File: src/rtl/nine_to_one_collect_module.sv
// Nine-lane parallel-to-serial collector.
// It captures nine lane words on an accepted start and emits the enabled lanes
// one per handshake, in ascending lane order, each tagged with its lane code.
module nine_to_one_collect_module #(
  parameter int unsigned WIDTH = 8
) (
  input  logic             clk,
  input  logic             reset_n,
  input  logic [WIDTH-1:0] in1,
  input  logic [WIDTH-1:0] in2,
  input  logic [WIDTH-1:0] in3,
  input  logic [WIDTH-1:0] in4,
  input  logic [WIDTH-1:0] in5,
  input  logic [WIDTH-1:0] in6,
  input  logic [WIDTH-1:0] in7,
  input  logic [WIDTH-1:0] in8,
  input  logic [WIDTH-1:0] in9,
  input  logic [8:0]       lane_en,
  input  logic             start,
  output logic [WIDTH-1:0] out_data,
  output logic [3:0]       out_sel,
  output logic             out_valid,
  input  logic             out_ready,
  output logic             busy,
  output logic             done
);

  localparam int unsigned LANES = 9;
  localparam int unsigned SEL_W = 4;

  typedef enum logic {IDLE, SEND} state_t;

  state_t            state;
  logic [WIDTH-1:0]  data_q [LANES];
  logic [LANES-1:0]  mask_q;
  logic [SEL_W-1:0]  idx;

  logic [WIDTH-1:0]  lane_in [LANES];
  logic [SEL_W-1:0]  first_idx;
  logic              first_found;
  logic [SEL_W-1:0]  next_idx;
  logic              next_found;
  logic              handshake;

  assign lane_in[0] = in1;
  assign lane_in[1] = in2;
  assign lane_in[2] = in3;
  assign lane_in[3] = in4;
  assign lane_in[4] = in5;
  assign lane_in[5] = in6;
  assign lane_in[6] = in7;
  assign lane_in[7] = in8;
  assign lane_in[8] = in9;

  assign handshake = out_valid & out_ready;

  // Lowest enabled lane of the incoming mask (downward scan leaves the lowest hit).
  always_comb begin
    first_idx   = '0;
    first_found = 1'b0;
    for (int i = LANES - 1; i >= 0; i--) begin
      if (lane_en[i]) begin
        first_idx   = SEL_W'(i);
        first_found = 1'b1;
      end
    end
  end

  // Lowest captured lane strictly above the current one.
  always_comb begin
    next_idx   = '0;
    next_found = 1'b0;
    for (int i = LANES - 1; i >= 0; i--) begin
      if (mask_q[i] && (SEL_W'(i) > idx)) begin
        next_idx   = SEL_W'(i);
        next_found = 1'b1;
      end
    end
  end

  // Control FSM with registered outputs; the next word is preloaded on each handshake
  // so enabled lanes stream with no bubbles.
  always_ff @(posedge clk) begin
    if (!reset_n) begin
      state     <= IDLE;
      idx       <= '0;
      mask_q    <= '0;
      out_data  <= '0;
      out_sel   <= '0;
      out_valid <= 1'b0;
      busy      <= 1'b0;
      done      <= 1'b0;
      for (int i = 0; i < LANES; i++) data_q[i] <= '0;
    end else begin
      done <= 1'b0;
      case (state)
        IDLE: begin
          if (start) begin
            for (int i = 0; i < LANES; i++) data_q[i] <= lane_in[i];
            mask_q <= lane_en;
            if (first_found) begin
              idx       <= first_idx;
              out_data  <= lane_in[first_idx];
              out_sel   <= first_idx;
              out_valid <= 1'b1;
              busy      <= 1'b1;
              state     <= SEND;
            end else begin
              done <= 1'b1;
            end
          end
        end
        SEND: begin
          if (handshake) begin
            if (next_found) begin
              idx      <= next_idx;
              out_data <= data_q[next_idx];
              out_sel  <= next_idx;
            end else begin
              out_valid <= 1'b0;
              busy      <= 1'b0;
              done      <= 1'b1;
              state     <= IDLE;
            end
          end
        end
        default: state <= IDLE;
      endcase
    end
  end

endmodule

File: config.mk
export PLATFORM = sky130hd
export DESIGN_NAME = nine_to_one_collect_module
export DESIGN_NICKNAME = d
export VERILOG_FILES = /design/src/rtl/nine_to_one_collect_module.sv
export SDC_FILE = /design/constraint.sdc
export NUM_CORES = 1
export LEC_CHECK = 0
export CAP_MARGIN = 25
export CORE_MARGIN = 2
export CORE_UTILIZATION = 53
export DETAILED_ROUTE_END_ITERATION = 6
export GPL_TIMING_DRIVEN = 1
export PLACE_DENSITY = 0.81
export SETUP_SLACK_MARGIN = 0.05
export SLEW_MARGIN = 10
export SYNTH_ARGS = -nofsm -noshare
export SYNTH_HDL_FRONTEND = slang
export SYNTH_SLANG_ARGS = --single-unit
File: constraint.sdc
create_clock -name clk -period 4.1 [get_ports clk]
set_input_delay 0.82 -clock clk [delete_from_list [all_inputs] [get_ports clk]]
set_output_delay 0.82 -clock clk [all_outputs]
set_load 0.005 [all_outputs]
[Yosys cells after proc, flatten, opt, wreduce, memory -nomap -nowiden]
Memories as Yosys holds them, arrays and structs flattened.
Index checks and enable logic that the tools add are counted.
Operators by class
  bitwise gates (word level): 12
  multiplexer cells: 78
  equality and inequality tests: 5
  order comparisons: 10
  reduce and logical (&&, ||, !) cells: 12
Operators with widths (number)
  8-bit 2-to-1 mux: 15
  4-bit 2-to-1 mux: 22
  1-bit 2-to-1 mux: 35
  8-bit binary-select mux with 4-bit select: 1
  3-bit by 4-bit > comparator with 1-bit output, first input constant: 4
  8-bit one-hot mux with 2 select lines: 1
  1-bit logical AND: 9
  1-bit OR: 9
  1-bit by 4-bit > comparator with 1-bit output, first input constant: 2
  2-bit by 4-bit > comparator with 1-bit output, first input constant: 2
  4-bit one-hot mux with 2 select lines: 1
  4-bit AND reduction: 2
  2-bit != test, second input constant: 3
  1-bit one-hot mux with 2 select lines: 3
  5-bit greater-or-equal comparator, second input constant: 1
  4-bit inverter with 5-bit output: 1
  4-bit > comparator, first input constant: 1
  2-bit by 1-bit != test with 1-bit output, second input constant: 2
  2-bit AND reduction: 1
  1-bit bitwise AND: 1
  1-bit inverter: 1
Storage, ports and cells
  input bits: 85
  word-level logic and storage cells: 124
  RAM bits: 72
  output and inout port bits: 15
  memories: 1
  flip-flop bits (word level): 24
Memory list
  data_q: depth 9, width 8, read ports 1, clocked after Yosys merged registers in 0, write ports 9, RTL line 34  | logic [WIDTH-1:0] data_q [LANES];

[Longest topological paths before layout]
Gate-level depths: netlist (run 1).
  depth in word-level cells: 16
  mapped depth: 10
  depth with buffers taken out: 7

[Worst setup path before layout (run 1)]
Ideal clock, no wire load.
  kind: input to register
  start point: in start
  end point: mem data_q[0][0], enable pin
  library setup time: 741 ps
  path slack: 976 ps
  data required time: 3359 ps
  arrival: 2382 ps
  path buffers: 1
  stages: 3
  cell sequence: nand2b_1 -> clkbuf_1 -> nand2_1
RTL lines
  from (decl): RTL line 19  | input logic start,
  to (decl): RTL line 34

[Final worst setup path (run 1)]
  start point: in lane_en[3]
  end point: reg out_data[0]
Between the ends
  longest elaborated chain between the ends: 11
  elaborated cells on any way between the ends: 17
  those cells by class: eq/ne (1); mux (14); bitwise (1); reduce/logical (1)
RTL lines
  from (decl): RTL line 18  | input logic [8:0] lane_en,
  4-bit 2-to-1 mux (4 in a row): RTL line 62  | if (lane_en[i]) begin
  4-bit inverter with 5-bit output (implied by the code): RTL line 103  | out_data <= lane_in[first_idx];
  8-bit binary-select mux with 4-bit select: RTL line 103
  8-bit 2-to-1 mux (implied by the code) (2 in a row): RTL line 103
  8-bit 2-to-1 mux: RTL line 101  | if (first_found) begin
  8-bit 2-to-1 mux: RTL line 98  | if (start) begin
  8-bit one-hot mux with 2 select lines: RTL line 96  | case (state)
  to (signal assigned): RTL line 103
  to (signal assigned): RTL line 117  | out_data <= data_q[next_idx];
  to (decl): RTL line 20  | output logic [WIDTH-1:0] out_data,
Several ways; a longest one is shown, not always the timed one. The select of a mux whose other input is x is not followed.
A chain may end at the register's enable or synchronous reset.

==> summary.txt, run 1 <==
Outcome
  – Status: finished, final reports clean

Yosys
  – Post-synthesis sequential area ratio: around half
  – Cell taking the most area after synthesis: edfxtp_1
  – Post-Syn Area: around 5300 sq um
  – XOR/XNOR share of the synthesized area: 0%
  – Top cells by area, synth: edfxtp_1 (41%), dfxtp_1 (8.6%), and3_1 (8.5%), mux2i_1 (6.0%), nand2_1 (3.7%)
  – Syn_area_per_cell: between 10 and 15 sq um
  – Most frequently used flop master after synthesis: edfxtp_1
  – Syn Nets: just under 600
  – Largest family of logic cells by synthesized area: compound AO/OA/AOI/OAI gates
  – Post-synthesis adder-cell area fraction: 0%
  – #FFs+latches synth: 95
  – Simple-gate share of the synthesized area: 17.3%
  – Mux share of post-synthesis cell area: under 10%
  – Synth top area share: approximately two fifths
  – Compound-Gate Fraction of Synth Area: a little over a fifth
  – Synth cell types: between 50 and 60
  – Mapped Cells: approximately 500
  – Post-synth EDFFs: around 70
  – Ys async rst share: 0%
  – YS warnings: 0

Worst setup path
  – Crit path cell chain: clkdlybuf4s50_1, nor2_1, a211oi_2, o21a_1, a21oi_1, a221o_1, o221a_1, o22ai_2
  – Required @ worst endpoint: between 4 and 5 ns
  – Critical Path Source: lane_en[3]
  – Setup Crit Path Kind: input port to flop
  – Reg2reg path depth: 7
  – CP Data Arrival Time: 3.40 ns
  – Crit Reg-Reg Startpoint: idx[0]
  – Crit. End Element: flop
  – Worst Setup Start Kind: input port
  – Crit path capture: out_data[0]
  – CP max-delay cell: clkdlybuf4s50_1
  – Worst R2R End: out_data[7]
  – CP Max Fanout: 19
  – FF-to-FF setup slack: 1.25 ns
  – CP max stage delay: between 0.6 and 0.7 ns

Placement
  – Routability-driven placement congestion ratio: approximately 0.96
  – Post-DP HPWL: 10300 um
  – IO buf count: 99
  – Placed cell count: between 700 and 800
  – Placement-stage worst setup slack: about 0.65 ns

CTS
  – H-tree Lvls: 3
  – Num CTS Buffers: 9
  – Clk_lat worst skew: roughly 0.37 ns
  – CTS max path bufs: 2
  – Clk pin slew, worst setup/hold paths: ~0.08 ns
  – # resized after CTS: 0
  – Clock sinks: 95
  – Post-CTS Setup Bufs: 0
  – Root buffer cell: clkbuf_8
  – TritonCTS clock tree: done
  – Cts hold-fix bufs: 0

STA
  – Setup TNS: 0 ns
  – Final worst-path cycle share: 76.0%
  – Final setup fails: 0
  – Min Tclk post-route: approximately 3.1 ns
  – Clk_skew: 0.0108 ns
  – Worst slew margin: roughly 40%
  – Fmax: about 0.32 GHz
  – Least-Margin Pin Slew: slightly above 0.9 ns
  – RSZ-0062 raised after global routing: no
  – Final WS setup: around 0.99 ns
  – Final Slew Violations: 0
  – Final hold violations: 0

Route
  – Post-Route WL: about 15000 um
  – DRC viols: 0
  – WL per Instance: about 21 um
  – ANT nets after route: 0
  – Routed vias/inst: about 6.3
  – DRT iter0 DRCs: 280
  – Detailed-route via count: roughly 4500
  – Drt first pass iters: 6

Floorplan
  – Die height: 104 um
  – Die Width: roughly 100 um
  – Die Area: 10900 sq um
  – Placeable Area: about 9800 sq um
  – Initial core utilization: roughly 55%
  – Number of I/O pins: 100
  – Num rows: 36

Min path
  – Hold WC Path Type: flop to flop

Global route
  – First-pass GRT wire length: about 23000 um
  – Overall Global Routing Usage: a little over a quarter
  – Grt ovf: 0
  – Number of global-route vias before repair: between 4000 and 5000
  – Initial antenna violation count: 0
  – Largest net degree at the start of global routing: 81

Layout
  – Core Util, Final: around two thirds
  – Final Net Count: 666
  – Most common cell after layout, fill and taps aside: clkdlybuf4s50_1
  – Diode count: 0
  – Fillers: 746
  – Fraction of layout cells with a size suffix above 1: between 10% and 20%
  – Finished Layout Cells: around 700
  – Multi-input gate area: ~2500 sq um
  – Area delta synth->final: 23.7%
  – Register Area: 2620 sq um
  – Commonest cells after routing, fill and taps aside: clkdlybuf4s50_1 (98), and3_1 (72), edfxtp_1 (72), nand2_1 (51), a21oi_1 (35)

Power
  – Static leakage: about 0.0027 uW
  – Worst vdd ir: approximately 0.00021 V
  – P per Cell Area: approximately 370 nW/um^2

Flow run
  – Max cap viols: 0
worst min-delay path by stage:
stage	startpoint	end	slack, ns	cells after the start
global route	mask_q[6]	mask_q[6]	0.51	2
detailed placement	mask_q[2]	mask_q[2]	0.48	2
global placement	mask_q[1]	mask_q[1]	0.45	2
CTS	mask_q[1]	mask_q[1]	0.49	2
finish	mask_q[1]	mask_q[1]	0.48	2
floorplan	mask_q[1]	mask_q[1]	0.44	2
report_power, final:
group	total [uW]	internal [uW]	leakage (uW)	switching, uW
Sequential	1170	1120	0.000970	50.9
Clock	658	340	0.000101	318
Combinational	593	282	0.00164	311
Total	2420	1740	0.00271	680
final cells by class:
| cell class | count | area share, % |
|---|---|---|
| Sequential cell | 95 | 39.8 |
| Multi-Input combinational cell | 353 | 37.5 |
| Timing Repair Buffer | 112 | 16.5 |
| Tap cell | 133 | 2.52 |
| Clock buffer | 11 | 1.99 |
| Clock inverter | 5 | 1.12 |
| Inverter | 10 | 0.569 |
synth_stat cells (all sizes together) (6+ instances only):
cell,instances
and3,72
edfxtp,72
nand2,52
a21oi,35
mux2i,32
clkbuf,23
dfxtp,23
o21ai,23
buf,17
a22o,16
o221a,16
a21boi,10
inv,10
o211ai,10
nor2,9
o22ai,9
nand2b,8
nor2b,6
per-stage QoR:
stage	hold slack (ns)	instance area, sq um	power (uW)
final	0.481	6590	2420
after global routing	0.511	6590	2510
after CTS	0.491	6580	2420
after detailed placement	0.479	6380	1780
after global placement	0.452	6380	1760
after floorplan	0.439	5330	1540
worst max-delay path, delay by kind of cell:
kind | cells | cell delay [ns]
compound gates | 6 | 1.79
buf+inv | 1 | 0.66
simple gates | 1 | 0.13
sequential cells by signal, summed over array words and instances (netlist names):
| signal | flops |
|---|---|
| idx | 4 |
| busy | 1 |
| done | 1 |
| state | 1 |
| mask_q | 8 |
| out_data | 8 |
| data_q | 72 |
per-layer routing:
| layer | vias up | wire [um] | share of wire [%] | global-route usage (%) |
|---|---|---|---|---|
| met5 | - | 0 | 0 | 0 |
| met4 | 0 | 458 | 3.1 | 10.2 |
| met3 | 38 | 1260 | 8.5 | 6.02 |
| met2 | 242 | 7270 | 49 | 45.5 |
| met1 | 2159 | 5830 | 39 | 33.5 |
| li1 | 2081 | - | - | - |
kinds of logic after synthesis:
family          Yosys count
flops                    95
buf+inv                  50
simple gates            169
mux                      37
compound gates          147
No activity file was read; power rests on OpenSTA's default activity.
==> run 2: changes to the inputs <==
--- a/config.mk
+++ b/config.mk
@@ -7,10 +7,10 @@
 export LEC_CHECK = 0
 export CAP_MARGIN = 25
 export CORE_MARGIN = 2
-export CORE_UTILIZATION = 53
+export CORE_UTILIZATION = 48
 export DETAILED_ROUTE_END_ITERATION = 6
 export GPL_TIMING_DRIVEN = 1
-export PLACE_DENSITY = 0.81
+export PLACE_DENSITY = 0.77
 export SETUP_SLACK_MARGIN = 0.05
 export SLEW_MARGIN = 10
 export SYNTH_ARGS = -nofsm -noshare
==> constraint.sdc (replaced) <==
create_clock -name clk -period 2.8 [get_ports clk]
set_input_delay 0.56 -clock clk [delete_from_list [all_inputs] [get_ports clk]]
set_output_delay 0.56 -clock clk [all_outputs]
set_load 0.005 [all_outputs]
==> summary.txt, run 2 (same netlist as run 1, synthesis figures left out) <==
Outcome
  – Status: finished, final reports clean (unchanged)

Layout
  – Max reg flops: 72 (unchanged)
  – Cell area after layout: 6780 sq um (was 6590 sq um)
  – Top reg by flops: data_q (unchanged)
  – Top Registers: data_q (72), mask_q (8), out_data (8) (unchanged)
  – Fraction of layout cells with a size suffix above 1: 13.8% (was 10.9%)
  – Most common cell after layout, fill and taps aside: clkdlybuf4s50_1 (unchanged)
  – Area delta synth->final: 27.2% (was 23.7%)
  – Final Net Count: 683 (was 666)
  – Diode count: 0 (unchanged)
  – Commonest cells after routing, fill and taps aside: clkdlybuf4s50_1 (98), and3_1 (72), edfxtp_1 (72), nand2_1 (51), a21oi_1 (35) (unchanged)

STA
  – Final worst-path cycle share: between 90 and 100%
  – Final WS setup: 0.193 ns (was 0.985 ns)
  – Final setup fails: 0 (unchanged)
  – Worst slew margin: 40.7% (was 39.6%)
  – Least-Margin Pin Slew: 0.884 ns (was 0.906 ns)
  – Final Slew Violations: 0 (unchanged)
  – RSZ-0062 raised after global routing: no (unchanged)
  – Clk_skew: 0.0166 ns (was 0.0108 ns)
  – Hold_ws: 0.475 ns (was 0.481 ns)
  – Fmax: 0.384 GHz
  – Final hold violations: 0 (unchanged)
  – Min Tclk post-route: roughly 2.6 ns

Placement
  – Post-DP HPWL: 10500 um (was 10300 um)
  – Routability-driven placement congestion ratio: 0.958 (was 0.959)
  – DP Area: 6580 sq um (was 6380 sq um)
  – IO buf count: 99 (unchanged)
  – Placement-stage worst setup slack: -0.00385 ns (was 0.648 ns)

CTS
  – # resized after CTS: 0 (unchanged)
  – Clk pin slew, worst setup/hold paths: 0.09 ns (was 0.08 ns)
  – CTS max path bufs: 2 (unchanged)
  – Cts hold-fix bufs: 0 (unchanged)
  – Clock sinks: 95 (unchanged)
  – Root buffer cell: clkbuf_8 (unchanged)
  – H-tree Lvls: 3 (unchanged)
  – Clk_lat worst skew: 0.37 ns (about the same)
  – Post-CTS Setup Bufs: 0 (unchanged)
  – TritonCTS clock tree: done (unchanged)
  – Num CTS Buffers: 9 (unchanged)

Floorplan
  – Initial core utilization: 49.2% (was 54.5%)
  – Die Width: 109 um (was 104 um)
  – Die Area: 12000 sq um (was 10900 sq um)
  – Num rows: 38 (was 36)
  – Number of I/O pins: 100 (unchanged)
  – Placeable Area: 10800 sq um (was 9770 sq um)
  – Die height: 109 um (was 104 um)

Global route
  – First-pass GRT wire length: 23000 um (was 22900 um)
  – Grt ovf: 0 (unchanged)
  – Number of global-route vias before repair: 4389 (was 4376)
  – Largest net degree at the start of global routing: 81 (unchanged)
  – Initial antenna violation count: 0 (unchanged)
  – Overall Global Routing Usage: 25.7% (was 26.9%)

Route
  – DRC viols: 0 (unchanged)
  – Drt first pass iters: 5 (was 6)
  – ANT nets after route: 0 (unchanged)
  – Post-Route WL: 15200 um (was 14800 um)
  – WL per Instance: 20.4 um (was 20.6 um)
  – Detailed-route via count: 4615 (was 4520)
  – DRT iter0 DRCs: 313 (was 280)
  – Routed vias/inst: 6.21 (was 6.29)

Worst setup path
  – Worst Setup Start Kind: flop (was input port)
  – Crit. End Element: flop (unchanged)
  – Setup Crit Path Kind: flop to flop (was input port to flop)
  – CP Data Arrival Time: 2.86 ns (was 3.40 ns)
  – Required @ worst endpoint: 3.05 ns (was 4.39 ns)
  – CP Max Fanout: 13 (was 19)

Power
  – Static leakage: 0.00281 uW (was 0.00271 uW)
  – P per Cell Area: 524 nW/um^2 (was 368 nW/um^2)
  – Worst vdd ir: 0.000350 V (was 0.000214 V)

Flow run
  – Max cap viols: 0 (unchanged)

Min path
  – Hold WC Path Type: flop to flop (unchanged)
run 2: routing by layer:
| layer | vias to the layer above | part of all wire [%] | track usage (%) |
|---|---|---|---|
| met4 | 0 | 3.4 | 12.3 |
| met3 | 41 | 7.9 | 3.73 |
| li1 | 2116 | - | - |
| met5 | - | 0 | 0 |
| met2 | 224 | 49 | 42.8 |
| met1 | 2234 | 40 | 32.9 |
run 2: stage by stage:
| stage | util [%] | setup TNS [ns] | instances | power (uW) |
|---|---|---|---|---|
| 5_1_grt | 62.5 | 0 | 743 | 3690 |
| 2_1_floorplan | - | 0 | 498 | 2250 |
| 6_report | 62.5 | 0 | 743 | 3550 |
| 3_5_place_dp | 60.7 | -0.00385 | 727 | 2640 |
| 4_1_cts | 62.5 | 0 | 743 | 3550 |
| 3_3_place_gp | 60.6 | -0.246 | 725 | 2620 |
run 2: final timing paths:
kind	start	endpoint	slack (ns)	cells past startpoint
max	idx[2]	out_data[1]	0.19	7
min	mask_q[1]	mask_q[1]	0.47	2
max reg2reg	idx[2]	out_data[1]	0.19	7
min reg2reg	mask_q[1]	mask_q[1]	0.47	2
run 2: worst max-delay path, cell delays in order, from the launching register on:
cell and delay [ns]:
dfxtp_1 0.60, and3b_1 0.21, o21ai_0 0.10, a311oi_2 0.42, nand3_1 0.50, o221a_2 0.41
o211ai_1 0.13, o22ai_2 0.12
run 2: area by class of cell:
class | instances | area (sq um)
Clock buffer | 10 | 138
Multi-Input combinational cell | 353 | 2470
Sequential cell | 95 | 2620
Tap cell | 140 | 175
Timing Repair Buffer | 129 | 1270
Clock inverter | 6 | 65.1
Fill cell | 897 | 4060
Inverter | 10 | 37.5
run 2: power breakdown:
group	internal [uW]	switching, uW	total, uW
Combinational	446	462	907
Sequential	1640	72.1	1710
Clock	441	491	932
==> run 3: changes to the inputs <==
--- a/config.mk
+++ b/config.mk
@@ -7,10 +7,10 @@
 export LEC_CHECK = 0
 export CAP_MARGIN = 25
 export CORE_MARGIN = 2
-export CORE_UTILIZATION = 48
+export CORE_UTILIZATION = 40
 export DETAILED_ROUTE_END_ITERATION = 6
 export GPL_TIMING_DRIVEN = 1
-export PLACE_DENSITY = 0.77
+export PLACE_DENSITY = 0.66
 export SETUP_SLACK_MARGIN = 0.05
 export SLEW_MARGIN = 10
 export SYNTH_ARGS = -nofsm -noshare
==> summary.txt, run 3 (same netlist as run 1, synthesis figures left out) <==
Layout
  – Top Registers: data_q (72), mask_q (8), out_data (8) (unchanged)
  – Most common cell after layout, fill and taps aside: clkdlybuf4s50_1 (unchanged)
  – Max reg flops: 72 (unchanged)
  – Top reg by flops: data_q (unchanged)
  – Core Util, Final: 52.8% (was 62.5%)
  – Fraction of layout cells with a size suffix above 1: 13.8% (about the same)
  – Diode count: 0 (unchanged)
  – Fillers: 1187 (was 897)
  – Commonest cells after routing, fill and taps aside: clkdlybuf4s50_1 (98), and3_1 (72), edfxtp_1 (72), nand2_1 (51), a21oi_1 (35) (unchanged)
  – Finished Layout Cells: 778 (was 743)
  – Area delta synth->final: 30.3% (was 27.2%)
  – Final Net Count: 682 (was 683)

Power
  – P per Cell Area: 567 nW/um^2 (was 524 nW/um^2)
  – Logic pwr share: 23.3% (was 25.5%)
  – Sequential power share: 43.7% (was 48.2%)
  – NetSw: 1060 uW (was 1020 uW)
  – Clk network pwr share: 33.1% (was 26.2%)
  – Sw Ratio: 27.0% (was 28.8%)
  – Cell internal pwr: 2880 uW (was 2530 uW)
  – Worst vdd ir: 0.000234 V (was 0.000350 V)
  – Static leakage: 0.00287 uW (was 0.00281 uW)

Floorplan
  – Number of I/O pins: 100 (unchanged)
  – Num rows: 42 (was 38)
  – Placeable Area: 13100 sq um (was 10800 sq um)
  – Initial core utilization: 40.6% (was 49.2%)
  – Die Width: 119 um (was 109 um)
  – Die Area: 14300 sq um (was 12000 sq um)
  – Die height: 119 um (was 109 um)

Worst setup path
  – Buf+Inv Stages, Crit Path: 0 (unchanged)
  – Top delay family on crit path: compound AO/OA/AOI/OAI gates (unchanged)
  – Crit Reg-Reg Startpoint: idx[2] (unchanged)
  – Crit. End Element: flop (unchanged)
  – FF-to-FF setup slack: 0.22 ns (was 0.19 ns)
  – WP depth: 7 (unchanged)
  – Worst Setup Start Kind: flop (unchanged)
  – CP Data Arrival Time: 2.80 ns (was 2.86 ns)
  – Reg2reg path depth: 7 (unchanged)
  – Crit path cell chain: and3b_1, o21ai_0, a311oi_2, nand3_1, o221a_2, o211ai_1, o22ai_2 (unchanged)
  – Setup Crit Path Kind: flop to flop (unchanged)
  – CP max stage delay: 0.61 ns (was 0.60 ns)
  – Required @ worst endpoint: 3.03 ns (was 3.05 ns)
  – Critical Path Source: idx[2] (unchanged)
  – CP Max Fanout: 13 (unchanged)
  – Worst R2R End: out_data[2] (was out_data[1])
  – Crit path capture: out_data[2] (was out_data[1])
  – CP max-delay cell: dfxtp_1 (unchanged)

Route
  – Detailed-route via count: 4490 (was 4615)
  – WL per Instance: 19.6 um (was 20.4 um)
  – ANT nets after route: 0 (unchanged)
  – Routed vias/inst: 5.77 (was 6.21)
  – DRC viols: 0 (unchanged)
  – Post-Route WL: 15200 um (about the same)
  – Drt first pass iters: 4 (was 5)
  – DRT iter0 DRCs: 367 (was 313)

Outcome
  – Status: finished, final reports clean (unchanged)

Min path
  – Hold WC Path Type: flop to flop (unchanged)

STA
  – Fmax: 0.388 GHz (was 0.384 GHz)
  – Min Tclk post-route: 2.58 ns (was 2.61 ns)
  – Final setup fails: 0 (unchanged)
  – Worst slew margin: 26.5% (was 40.7%)
  – Final hold violations: 0 (unchanged)
  – Final Slew Violations: 0 (unchanged)
  – Hold_ws: 0.472 ns (was 0.475 ns)
  – RSZ-0062 raised after global routing: no (unchanged)
  – Least-Margin Pin Slew: 1.09 ns (was 0.884 ns)
  – Final worst-path cycle share: 92.0% (was 93.1%)
  – Final WS setup: 0.223 ns (was 0.193 ns)
  – Clk_skew: 0.00664 ns (was 0.0166 ns)

CTS
  – Num CTS Buffers: 9 (unchanged)
  – Post-CTS Setup Bufs: 0 (unchanged)
  – # resized after CTS: 0 (unchanged)
  – Cts hold-fix bufs: 0 (unchanged)
  – Clock sinks: 95 (unchanged)
  – Clk_lat worst skew: 0.35 ns (was 0.37 ns)
  – Root buffer cell: clkbuf_16 (was clkbuf_8)
  – CTS max path bufs: 2 (unchanged)
  – Clk pin slew, worst setup/hold paths: 0.07 ns (was 0.09 ns)
  – H-tree Lvls: 3 (unchanged)
  – TritonCTS clock tree: done (unchanged)

Placement
  – Post-DP HPWL: 10600 um (was 10500 um)
  – Placed cell count: 762 (was 727)
  – Placement-stage worst setup slack: -0.0431 ns (was -0.00385 ns)
  – Routability-driven placement congestion ratio: 0.841 (was 0.958)
  – IO buf count: 99 (unchanged)

Flow run
  – Max cap viols: 0 (unchanged)

Global route
  – Overall Global Routing Usage: 21.6% (was 25.7%)
  – Grt ovf: 0 (unchanged)
  – Initial antenna violation count: 0 (unchanged)
  – First-pass GRT wire length: 23500 um (was 23000 um)
  – Largest net degree at the start of global routing: 81 (unchanged)
  – Number of global-route vias before repair: 4418 (was 4389)
run 3: cell types whose count changed in the layout (fill, tap and decap cells not counted), moves of 2 or more:
cell | previous run | this run
clkinv_2 | 1 | 4
clkbuf_8 | 10 | 0
clkbuf_16 | 0 | 9
buf_2 | 3 | 1
inv_6 | 2 | 0
run 3: worst min-delay path by stage:
stage | start | to | slack, ns | cells after the start
floorplan | mask_q[1] | mask_q[1] | 0.44 | 2
global placement | mask_q[1] | mask_q[1] | 0.45 | 2
detailed placement | mask_q[1] | mask_q[1] | 0.46 | 2
CTS | mask_q[1] | mask_q[1] | 0.47 | 2
global route | mask_q[2] | mask_q[2] | 0.52 | 2
finish | mask_q[1] | mask_q[1] | 0.47 | 2
run 3: per-stage QoR:
stage | cell area, sq um | total power (uW) | setup TNS, ns
2_1_floorplan | 5330 | 2250 | 0
3_5_place_dp | 6630 | 2660 | -0.190
5_1_grt | 6940 | 4090 | 0
4_1_cts | 6940 | 3960 | 0
6_report | 6940 | 3940 | 0
3_3_place_gp | 6630 | 2640 | -0.149
run 3: layout make-up:
class / instances / area (sq um) / share of cell area, %
clock buffers: 9 / 225 / 3.24
multi-input cells: 353 / 2470 / 35.6
flip-flops and latches: 95 / 2620 / 37.8
inverters: 10 / 37.5 / 0.541
well taps: 176 / 220 / 3.17
clock inverters: 7 / 87.6 / 1.26
repair buffers: 128 / 1280 / 18.4
run 3: worst register-to-register path, delay by kind of cell (launching register included):
family,cells,cell delay [ns]
compound gates,5,1.19
flops,1,0.61
simple gates,2,0.66
run 3: power by group through the flow:
| stage | clock network, uW | logic [uW] | registers, uW |
|---|---|---|---|
| after floorplan | 0 | 532 | 1720 |
| after global placement | 0 | 899 | 1740 |
| after detailed placement | 0 | 913 | 1750 |
| after CTS | 1320 | 918 | 1720 |
| after global routing | 1370 | 982 | 1730 |
| final | 1300 | 916 | 1720 |
run 3: routing by layer:
metal	vias up	track usage [%]	share of wire, %
li1	2104	-	-
met1	2211	26.8	42
met2	153	37.2	50
met3	22	4.65	5.6
met4	0	7.65	2.3
met5	-	0	0
